File: config.mk
export PLATFORM = sky130hd
export DESIGN_NAME = wb_fml_width_adapter_flat
export DESIGN_NICKNAME = d
export VERILOG_FILES = /design/src/rtl/wb_fml_width_adapter_if.sv /design/src/rtl/wb_fml_width_adapter.sv /design/src/flat_wrapper.sv
export SDC_FILE = /design/constraint.sdc
export NUM_CORES = 1
export LEC_CHECK = 0
export CORE_ASPECT_RATIO = 1.75
export CORE_MARGIN = 5
export CORE_UTILIZATION = 40
export DETAILED_ROUTE_END_ITERATION = 6
export DONT_BUFFER_PORTS = 1
export HOLD_SLACK_MARGIN = 0.08
export PLACE_DENSITY = 0.57
export SLEW_MARGIN = 20
export SYNTH_ARGS = -nofsm -noshare
export SYNTH_HDL_FRONTEND = slang
export SYNTH_SLANG_ARGS = --single-unit
File: constraint.sdc
create_clock -name sys_clk -period 14.2 [get_ports sys_clk]
set_input_delay 1.42 -clock sys_clk [delete_from_list [all_inputs] [get_ports sys_clk]]
set_output_delay 1.42 -clock sys_clk [all_outputs]
set_load 0.05 [all_outputs]
File: src/rtl/wb_fml_width_adapter_if.sv
// Wishbone-slave / FML-master bus bundle for the width adapter.
// Latency: none (wires only).
// Backpressure: carried by the signals themselves (wb_ack_o, fml_ack).
// Ports: Wishbone side wb_* (32-bit classic single access), FML side fml_*
// (DDR_DW-bit beats). The 'slave' modport is the adapter's view and the
// 'master' modport is the view of whatever drives Wishbone and answers FML.
interface wb_fml_width_adapter_if #(
    parameter int DDR_DW = 16,
    parameter int ADR_W  = 26
);
    logic [31:0]         wb_adr_i;
    logic [31:0]         wb_dat_i;
    logic [3:0]          wb_sel_i;
    logic                wb_cyc_i;
    logic                wb_stb_i;
    logic                wb_we_i;
    logic [2:0]          wb_cti_i;
    logic [31:0]         wb_dat_o;
    logic                wb_ack_o;
    logic                wb_err_o;

    logic [ADR_W-1:0]    fml_adr;
    logic                fml_stb;
    logic                fml_we;
    logic [DDR_DW/8-1:0] fml_sel;
    logic [DDR_DW-1:0]   fml_do;
    logic [DDR_DW-1:0]   fml_di;
    logic                fml_ack;

    modport slave (
        input  wb_adr_i, wb_dat_i, wb_sel_i, wb_cyc_i, wb_stb_i, wb_we_i, wb_cti_i,
        output wb_dat_o, wb_ack_o, wb_err_o,
        output fml_adr, fml_stb, fml_we, fml_sel, fml_do,
        input  fml_di, fml_ack
    );

    modport master (
        output wb_adr_i, wb_dat_i, wb_sel_i, wb_cyc_i, wb_stb_i, wb_we_i, wb_cti_i,
        input  wb_dat_o, wb_ack_o, wb_err_o,
        input  fml_adr, fml_stb, fml_we, fml_sel, fml_do,
        output fml_di, fml_ack
    );
endinterface

File: src/rtl/wb_fml_width_adapter.sv
// Splits one 32-bit Wishbone access into N = 32/DDR_DW FML beats, MS slice first.
// Latency: wb_ack_o M+1 cycles after accept (M = beats needed) when fml_ack is immediate.
// Backpressure: each beat holds fml_stb and its address/data until fml_ack.
// Ports: sys_clk, sys_rst (async, active-high), bus (slave modport: wb_* and fml_*).
// Optional: define WB_FML_ADAPTER_TIMEOUT_EN for a per-beat watchdog that ends a
// stuck access with a one-cycle wb_err_o after TIMEOUT_CYCLES cycles without fml_ack.
module wb_fml_width_adapter #(
    parameter int DDR_DW         = 16,
    parameter int ADR_W          = 26,
    parameter int TIMEOUT_CYCLES = 255
) (
    input  logic                   sys_clk,
    input  logic                   sys_rst,
    wb_fml_width_adapter_if.slave  bus
);
    localparam int N  = 32 / DDR_DW;
    localparam int SW = DDR_DW / 8;
    localparam int KW = (N > 1) ? $clog2(N) : 1;

    typedef enum logic [1:0] {IDLE, BEAT, DONE} state_t;

    state_t            state_q;
    logic [ADR_W-1:0]  base_q;
    logic [31:0]       wdat_q;
    logic [3:0]        sel_q;
    logic              we_q;
    logic [31:0]       rdat_q;
    logic [KW-1:0]     beat_q;
    logic              abort_q;

    // Cycle-type and the low/high address bits carry no information here.
    logic unused_bits;
    assign unused_bits = ^{bus.wb_cti_i, bus.wb_adr_i};

`ifdef WB_FML_ADAPTER_TIMEOUT_EN
    localparam int TW = $clog2(TIMEOUT_CYCLES + 1);
    logic [TW-1:0] tmo_q;
`else
    assign bus.wb_err_o = 1'b0;
`endif

    // Source of the access: the live bus while IDLE (accept cycle), the
    // latched copy afterwards. Next needed beat is searched from from_k up.
    logic              src_we;
    logic [3:0]        src_sel;
    logic [31:0]       src_dat;
    logic [ADR_W-1:0]  src_base;
    int                from_k;
    logic [3:0]        sel_k;
    logic              beat_found_d;
    logic [KW-1:0]     beat_d;
    logic [ADR_W-1:0]  fml_adr_d;
    logic [31:0]       dat_sh;
    logic [3:0]        sel_sh;
    logic [DDR_DW-1:0] fml_do_d;
    logic [SW-1:0]     fml_sel_d;
    logic [31:0]       di_top;
    logic              abort_now;

    always_comb begin
        if (state_q == IDLE) begin
            src_we   = bus.wb_we_i;
            src_sel  = bus.wb_sel_i;
            src_dat  = bus.wb_dat_i;
            src_base = {bus.wb_adr_i[ADR_W-1:2], 2'b00};
            from_k   = 0;
        end else begin
            src_we   = we_q;
            src_sel  = sel_q;
            src_dat  = wdat_q;
            src_base = base_q;
            from_k   = int'(beat_q) + 1;
        end

        // Walk downward so the lowest qualifying beat index wins. Reads need
        // every beat; writes skip beats whose byte enables are all zero.
        beat_found_d = 1'b0;
        beat_d       = '0;
        sel_k        = '0;
        for (int k = N - 1; k >= 0; k--) begin
            sel_k = src_sel << (k * SW);
            if (k >= from_k && (!src_we || sel_k[3 -: SW] != '0)) begin
                beat_found_d = 1'b1;
                beat_d       = KW'(k);
            end
        end

        fml_adr_d = src_base + ADR_W'(int'(beat_d) * SW);
        dat_sh    = src_dat << (int'(beat_d) * DDR_DW);
        sel_sh    = src_sel << (int'(beat_d) * SW);
        fml_do_d  = dat_sh[31 -: DDR_DW];
        fml_sel_d = sel_sh[3 -: SW];

        // Read data lands MS-aligned, then shifts down into slice beat_q.
        di_top    = 32'(bus.fml_di) << (32 - DDR_DW);
        abort_now = abort_q | ~bus.wb_cyc_i;
    end

    always_ff @(posedge sys_clk or posedge sys_rst) begin
        if (sys_rst) begin
            state_q      <= IDLE;
            base_q       <= '0;
            wdat_q       <= '0;
            sel_q        <= '0;
            we_q         <= 1'b0;
            rdat_q       <= '0;
            beat_q       <= '0;
            abort_q      <= 1'b0;
            bus.wb_ack_o <= 1'b0;
            bus.wb_dat_o <= '0;
            bus.fml_stb  <= 1'b0;
            bus.fml_we   <= 1'b0;
            bus.fml_sel  <= '0;
            bus.fml_adr  <= '0;
            bus.fml_do   <= '0;
`ifdef WB_FML_ADAPTER_TIMEOUT_EN
            bus.wb_err_o <= 1'b0;
            tmo_q        <= '0;
`endif
        end else begin
            bus.wb_ack_o <= 1'b0;
`ifdef WB_FML_ADAPTER_TIMEOUT_EN
            bus.wb_err_o <= 1'b0;
`endif
            case (state_q)
                IDLE: begin
                    // The completion cycle still sees the master's old
                    // strobe, so a new access is only taken once it clears.
                    if (bus.wb_cyc_i && bus.wb_stb_i && !bus.wb_ack_o && !bus.wb_err_o) begin
                        base_q     <= src_base;
                        wdat_q     <= src_dat;
                        sel_q      <= src_sel;
                        we_q       <= src_we;
                        rdat_q     <= '0;
                        abort_q    <= 1'b0;
                        bus.fml_we <= src_we;
                        if (beat_found_d) begin
                            state_q     <= BEAT;
                            beat_q      <= beat_d;
                            bus.fml_adr <= fml_adr_d;
                            bus.fml_do  <= fml_do_d;
                            bus.fml_sel <= fml_sel_d;
                            bus.fml_stb <= 1'b1;
`ifdef WB_FML_ADAPTER_TIMEOUT_EN
                            tmo_q       <= '0;
`endif
                        end else begin
                            state_q <= DONE;
                        end
                    end
                end
                BEAT: begin
                    if (!bus.wb_cyc_i) begin
                        abort_q <= 1'b1;
                    end
                    if (bus.fml_ack) begin
                        if (!we_q) begin
                            rdat_q <= rdat_q | (di_top >> (int'(beat_q) * DDR_DW));
                        end
`ifdef WB_FML_ADAPTER_TIMEOUT_EN
                        tmo_q <= '0;
`endif
                        if (beat_found_d && !abort_now) begin
                            beat_q      <= beat_d;
                            bus.fml_adr <= fml_adr_d;
                            bus.fml_do  <= fml_do_d;
                            bus.fml_sel <= fml_sel_d;
                        end else begin
                            bus.fml_stb <= 1'b0;
                            state_q     <= abort_now ? IDLE : DONE;
                        end
                    end
`ifdef WB_FML_ADAPTER_TIMEOUT_EN
                    else if (tmo_q == TW'(TIMEOUT_CYCLES - 1)) begin
                        bus.fml_stb  <= 1'b0;
                        bus.wb_err_o <= ~abort_now;
                        state_q      <= IDLE;
                    end else begin
                        tmo_q <= tmo_q + 1'b1;
                    end
`endif
                end
                DONE: begin
                    bus.wb_ack_o <= 1'b1;
                    bus.wb_dat_o <= rdat_q;
                    state_q      <= IDLE;
                end
                default: state_q <= IDLE;
            endcase
        end
    end
endmodule

File: src/flat_wrapper.sv
// flat-port wrapper written by rule: the top's interface ports become plain ports
module wb_fml_width_adapter_flat 
#(
    parameter int DDR_DW         = 16,
    parameter int ADR_W          = 26,
    parameter int TIMEOUT_CYCLES = 255
)
  (sys_clk, sys_rst, bus_wb_adr_i, bus_wb_dat_i, bus_wb_sel_i, bus_wb_cyc_i, bus_wb_stb_i, bus_wb_we_i, bus_wb_cti_i, bus_wb_dat_o, bus_wb_ack_o, bus_wb_err_o, bus_fml_adr, bus_fml_stb, bus_fml_we, bus_fml_sel, bus_fml_do, bus_fml_di, bus_fml_ack);
  wb_fml_width_adapter_if #(.DDR_DW(DDR_DW), .ADR_W(ADR_W)) bus_i ();
  input  logic sys_clk;
  input  logic sys_rst;
  input wire logic [$bits(bus_i.wb_adr_i)-1:0] bus_wb_adr_i;
  input wire logic [$bits(bus_i.wb_dat_i)-1:0] bus_wb_dat_i;
  input wire logic [$bits(bus_i.wb_sel_i)-1:0] bus_wb_sel_i;
  input wire logic [$bits(bus_i.wb_cyc_i)-1:0] bus_wb_cyc_i;
  input wire logic [$bits(bus_i.wb_stb_i)-1:0] bus_wb_stb_i;
  input wire logic [$bits(bus_i.wb_we_i)-1:0] bus_wb_we_i;
  input wire logic [$bits(bus_i.wb_cti_i)-1:0] bus_wb_cti_i;
  output wire logic [$bits(bus_i.wb_dat_o)-1:0] bus_wb_dat_o;
  output wire logic [$bits(bus_i.wb_ack_o)-1:0] bus_wb_ack_o;
  output wire logic [$bits(bus_i.wb_err_o)-1:0] bus_wb_err_o;
  output wire logic [$bits(bus_i.fml_adr)-1:0] bus_fml_adr;
  output wire logic [$bits(bus_i.fml_stb)-1:0] bus_fml_stb;
  output wire logic [$bits(bus_i.fml_we)-1:0] bus_fml_we;
  output wire logic [$bits(bus_i.fml_sel)-1:0] bus_fml_sel;
  output wire logic [$bits(bus_i.fml_do)-1:0] bus_fml_do;
  input wire logic [$bits(bus_i.fml_di)-1:0] bus_fml_di;
  input wire logic [$bits(bus_i.fml_ack)-1:0] bus_fml_ack;
  assign bus_i.wb_adr_i = bus_wb_adr_i;
  assign bus_i.wb_dat_i = bus_wb_dat_i;
  assign bus_i.wb_sel_i = bus_wb_sel_i;
  assign bus_i.wb_cyc_i = bus_wb_cyc_i;
  assign bus_i.wb_stb_i = bus_wb_stb_i;
  assign bus_i.wb_we_i = bus_wb_we_i;
  assign bus_i.wb_cti_i = bus_wb_cti_i;
  assign bus_wb_dat_o = bus_i.wb_dat_o;
  assign bus_wb_ack_o = bus_i.wb_ack_o;
  assign bus_wb_err_o = bus_i.wb_err_o;
  assign bus_fml_adr = bus_i.fml_adr;
  assign bus_fml_stb = bus_i.fml_stb;
  assign bus_fml_we = bus_i.fml_we;
  assign bus_fml_sel = bus_i.fml_sel;
  assign bus_fml_do = bus_i.fml_do;
  assign bus_i.fml_di = bus_fml_di;
  assign bus_i.fml_ack = bus_fml_ack;
  wb_fml_width_adapter #(.DDR_DW(DDR_DW), .ADR_W(ADR_W), .TIMEOUT_CYCLES(TIMEOUT_CYCLES)) u_core (.sys_clk(sys_clk), .sys_rst(sys_rst), .bus(bus_i));
endmodule
---- Word-level counts from Yosys, hierarchy flattened ----
Cells that the tools add are included.
storage, ports and cells
  flip-flop bits (word level) ............. 177
  latch bits .............................. 0
  bits in writable memories ............... 0
  memory bits (read-only) ................. 0
  input bits .............................. 93
  output and inout port bits .............. 80
  logic and storage cells ................. 100
  memories kept ........................... 0
cells by class
  add/sub/neg operators ................... 2
  $mul .................................... 0
  div/mod/pow operators ................... 0
  magnitude comparators ................... 2
  equal/unequal tests ..................... 9
  shift operators ......................... 3
  mux-type cells .......................... 47
  bitwise logic cells ..................... 3
  reduce and logical (&&, ||, !) cells .... 20
operators by type and width
  kind                 count
  $mux 32              5
  $mux 26              5
  $mux 16              4
  $pmux 32 s2          1
  $pmux 26 s2          1
  $ge 1x32->1 const A  1
  $ge 2x32->1 const A  1
  $or 32x32->32        1
  $pmux 16 s2          1
  $shl 32x5->32        1
  $shr 32x5->32        1
  $add 26x2->26        1
  $mux 2               9
  $mux 1               15
  $ne 2x2->1 const B   5
  $reduce_and 5->1     2
  $pmux 2 s2           2
  $pmux 1 s2           3
  $reduce_and 3->1     2
  $reduce_bool 2->1    3
  $logic_and 1x1->1    5
  $mux 4               1
  $ne 2x1->1 const B   2
  $reduce_and 4->1     1
  other kinds (10)     13

---- Depth between registers and ports, before layout ----
  word-level depth ........................ 11
  mapped depth ............................ 15
  gate-level depth less buffers ........... 11

---- Worst setup path before layout ----
Ideal clock, no wire load.
  kind .................................... in2reg
  start point ............................. input bus_wb_sel_i[0]
  end point ............................... register u_core.bus.fml_adr[9]
  library setup time ...................... 0.095 ns
  arrival ................................. 3.770 ns
  data required time ...................... 14.105 ns
  setup slack ............................. 10.335 ns
  stages on the path ...................... 13
  path buffers ............................ 2
  cell sequence ........................... nor2_1 > nor2_4 > a21oi_4 > buf_6 > inv_1 > ha_1 > ha_1 > and4bb_2 > or2_2 > clkbuf_1 > a31oi_1 > nor3b_1 > o31ai_1
between the ends
  word-level cells in the longest chain between the ends .. 10
  elaborated cells on any way between the ends .. 17
  classes of those cells .................. add/sub: 1; eq/ne: 2; mux: 9; reduce/logical: 5
RTL lines
  what                               RTL line                                                  source
  from (decl)                        flat_wrapper.sv:14                                        input wire logic [$bits(bus_i.wb_sel_i)-1:0] bus_wb_sel_i;
  $mux 4 *                           wb_fml_width_adapter.sv:61                                if (state_q == IDLE) begin
  $reduce_bool 2->1 *                wb_fml_width_adapter.sv:82                                if (k >= from_k && (!src_we || sel_k[3 -: SW] != '0)) begin
  $logic_or 1x1->1 *                 wb_fml_width_adapter.sv:82
  $logic_and 1x1->1 *                wb_fml_width_adapter.sv:82
  $mux 1 * (2 in a row)              wb_fml_width_adapter.sv:82
  net u_core.beat_d                  wb_fml_width_adapter.sv:51                                logic [KW-1:0] beat_d;
  $add 26x2->26 *                    wb_fml_width_adapter.sv:88                                fml_adr_d = src_base + ADR_W'(int'(beat_d) * SW);
  $mux 26, on equally long branches  wb_fml_width_adapter.sv:163, wb_fml_width_adapter.sv:137
  $mux 26, on equally long branches  wb_fml_width_adapter.sv:156, wb_fml_width_adapter.sv:129
  $pmux 26 s2 *                      wb_fml_width_adapter.sv:125                               case (state_q)
  to (signal assigned)               wb_fml_width_adapter.sv:140                               bus.fml_adr <= fml_adr_d;
  to (signal assigned)               wb_fml_width_adapter.sv:165                               bus.fml_adr <= fml_adr_d;
  to (decl)                          wb_fml_width_adapter_if.sv:33                             output fml_adr, fml_stb, fml_we, fml_sel, fml_do,
Mark *: on every way through the listed nets, which the timed path passes. The rest lies on a longest branch. The select of a mux whose other input is x is not followed.
A chain may end at the register's enable or synchronous reset.

---- Worst setup path in the final report ----
Same ends and word-level chain as after synthesis.

==> results by group <==
Detailed routing
  • Via Count: just over 5k
  • Post-route DRC: 0
  • Wire per inst: 22.1 µm
  • Remaining antenna violation count: 0
  • Via density: ~5.7
  • Routed WL: approximately 20 mm
  • 1st-pass router iterations: 5
  • Initial DRC Count: 316

Floorplanning
  • Placeable Area: about 0.02 mm²
  • Width of the die: 119 µm
  • Die Footprint: 0.0238 mm²
  • Top-level I/O count: 173
  • Initial Utilization: 0.406
  • Number of cell rows: 69
  • Die Height: 200 µm

Critical path
  • Crit path top cell by count: ha_1
  • CP cell instances: nor2_1 > nor2_4 > a21oi_4 > inv_1 > ha_1 > ha_1 > and4bb_2 > or2_2 > a31oi_1 > nor3b_1 > o31ai_1
  • Top Family by Delay on Critical Path: compound AO/OA/AOI/OAI gates
  • Worst Path Class, Setup: input pin to flop
  • Reg-to-reg endpoint: u_core.bus.fml_adr[9]
  • Slowest CP cell: a21oi_4
  • Worst setup SP type: input pin
  • Endpoint type of the worst setup path: flop
  • Cells on worst reg2reg path: 10
  • CP peak stage delay: 0.71 ns
  • CP required: 14.52 ns
  • Crit path buffers/inverters: 1
  • Max FO, Critical Path: 18
  • Crit Reg-Reg Startpoint: u_core.bus.fml_we
  • Reg2Reg Setup Slack: between 10 and 15 ns
  • CP arrival: around 4.2 ns

Global routing
  • Initial antenna violation count: 0
  • Global-route wire length before repair: 32.3 mm
  • GRT Total Usage: 0.172
  • Largest net degree at the start of global routing: 115
  • Vias in the first global route: around 5.6k
  • Overflow after GRT: 0

Finish
  • Multi-input logic area: 0.00357 mm²
  • Fin area: approximately 0.009 mm²
  • Fillers: ~1.9k
  • Antenna Cells: 0
  • Seq. cell area: ~0.0044 mm²
  • Nets@finish: around 740
  • Share of layout cells above drive strength 1: 0.284
  • Post-route insts no fill: around 910
  • Area Overhead vs Synth: 8.66%

Placed design
  • Port Buffers: 0
  • Hpwl dp: between 10 and 15 mm
  • Placed cell area: around 0.0084 mm²
  • Final RePlAce weighted congestion: 0.821
  • Placed instance count: ~880

Logic synthesis
  • Compound-gate portion of the synthesized area: 0.103
  • Post-Syn Nets: 754
  • Post-synthesis sequential area ratio: 0.535
  • Post-synthesis simple-gate area fraction: 0.101
  • Gate Count Post-Synth: 659
  • Most frequent cell after synthesis: dfrtp_1
  • Ys flop type: dfrtp_1
  • Post-Syn Area: 0.00827 mm²
  • Unique cell type count in the Yosys netlist: 67
  • Synth async-reset ratio: 1.00
  • Yosys reg bits: 177
  • Main combinational cell family by area after synthesis: multiplexers
  • Top cells by count, synth: 177 x dfrtp_1, 106 x mux2_2, 52 x nor2_1
  • Leading post-synthesis cells by cell area: dfrtp_1 54%, mux2_2 14%, mux4_2 4.4%
  • Post-synthesis adder-cell area fraction: 0.00302
  • Top cell type by total area after synthesis: dfrtp_1
  • Mux contribution to synthesized area: 0.210
  • Xor and xnor area share after synthesis: 0.0127
  • Post-synth EDFFs: 0
  • Yosys Warn Count: 0
  • Synth Area per Inst: between 10 and 15 µm²
  • Synth top area share: 0.535

Clock tree
  • Clock buffer depth: 2
  • CTS root buf: clkbuf_16
  • CTS tree: done
  • CTS Hold Bufs: 0
  • Total CTS buffers: 17
  • Clock sink count: ~180
  • Post-cts resize count: 0
  • Worst-skew pair later-pin latency: between 0.4 and 0.5 ns
  • Post-CTS Setup Bufs: 0
  • Clock transition at path regs: around 0.070 ns
  • CTS H-tree depth: 4

Power and ir drop
  • Overall power consumption: between 0.002 and 0.0025 W
  • Static leakage: a little under 4 nW
  • Total power per unit cell area: 265 mW/mm²
  • Max IR drop VDD: approximately 0.00013 V

STA
  • Min Tclk post-route: ~3.9 ns
  • Unrepaired setup endpoints after global routing: no
  • Max Freq: approximately 260 MHz
  • Count of final hold-check violations: 0
  • Final number of setup-violating endpoints: 0
  • Slew Viols, Final: 0
  • Slew @ Worst Pin: about 0.9 ns
  • Slew margin rel.: 0.406
  • Setup TNS: 0 ns
  • Clock Skews: between 0.008 and 0.009 ns
  • Tcrit/Tclk final: 0.272

Worst hold path
  • Hold wc startpoint: u_core.rdat_q[23]
  • Worst Hold Depth: 2
  • Min-Delay Endpoint: u_core.rdat_q[23]
  • Hold WC Path Type: flop to flop

Run
  • Max-Cap Viols: 0

Outcome
  • Outcome: completed
-- metal layers --
layer,wire (µm),GRT usage,vias to the layer above
met2,11100,0.315,145
li1,-,-,2368
met4,383,0.0564,0
met5,0,0,-
met1,7000,0.182,2633
met3,1520,0.0632,20
-- area by class of cell --
type / instances / share of cell area
flip-flops and latches: 177 / 0.493
multi-input cells: 431 / 0.398
repair buffers: 10 / 0.00835
inverters: 9 / 0.00459
well taps: 248 / 0.0345
clock inverters: 14 / 0.0135
clock buffers: 18 / 0.0488
-- state kept, by name, summed over array words and instances, names as in the netlist --
name and flops:
u_core.bus.wb_dat_o 32, u_core.rdat_q 32, u_core.wdat_q 32, u_core.base_q 26, u_core.bus.fml_adr 26, u_core.bus.fml_do 16
u_core.sel_q 4, u_core.bus.fml_sel 2, u_core.state_q 2, u_core.abort_q 1, u_core.beat_q 1, u_core.bus.fml_stb 1
u_core.bus.fml_we 1, u_core.bus.wb_ack_o 1
-- through the flow --
step,setup slack (ns),hold WS [ns],utilization
2_1_floorplan,7.98,0.455,-
3_5_place_dp,9.81,0.479,0.414
3_3_place_gp,9.88,0.475,0.413
4_1_cts,10.26,0.498,0.441
5_1_grt,10.05,0.521,0.441
6_report,10.33,0.494,0.441
-- worst reg2reg max path: cells and delay by family (launching register included) --
kind | cells | cell delay [ns]
AND/OR/NAND/NOR | 3 | 0.71
flip-flops | 1 | 0.77
buffers and inverters | 1 | 0.12
adder cells (fa/ha/maj) | 2 | 0.51
AO/OA/AOI/OAI | 4 | 1.37
-- power by group --
part | leakage (nW) | internal [W] | total [W] | switching (W)
registers | 2.20 | 0.000732 | 0.00125 | 0.000520
logic | 1.52 | 0.000345 | 0.000687 | 0.000342
clock network | 0.259 | 0.000235 | 0.000444 | 0.000209
total | 3.97 | 0.00131 | 0.00238 | 0.00107
-- worst max-delay path by stage --
stage | depth (start not counted) | endpoint | from
after floorplan | 1 | u_core.abort_q | sys_rst
after global placement | 11 | u_core.bus.fml_adr[21] | bus_wb_sel_i[0]
after global routing | 11 | u_core.bus.fml_adr[23] | bus_wb_sel_i[0]
after detailed placement | 11 | u_core.bus.fml_adr[23] | bus_wb_sel_i[0]
final | 11 | u_core.bus.fml_adr[9] | bus_wb_sel_i[0]
after CTS | 11 | u_core.bus.fml_adr[23] | bus_wb_sel_i[0]
-- cell families after synthesis --
family / Yosys count
AOI/OAI and AO/OA: 124
xor gates and xnor gates: 12
adders and majority gates: 2
buffers and inverters: 51
DFF: 177
muxes: 140
other: 1
and+or+nand+nor: 152
-- layout by cell type (no fill, tap or decap), types with 10 or more instances in the layout --
| cell | instances |
|---|---|
| a21oi_1 | 43 |
| mux2i_1 | 18 |
| o21ai_0 | 21 |
| nor2_1 | 51 |
| dfrtp_1 | 177 |
| clkbuf_16 | 17 |
| mux2_2 | 106 |
| nand2_1 | 45 |
| mux4_2 | 16 |
| o211ai_1 | 10 |
| buf_4 | 10 |
(Power assumes the default switching activity.)
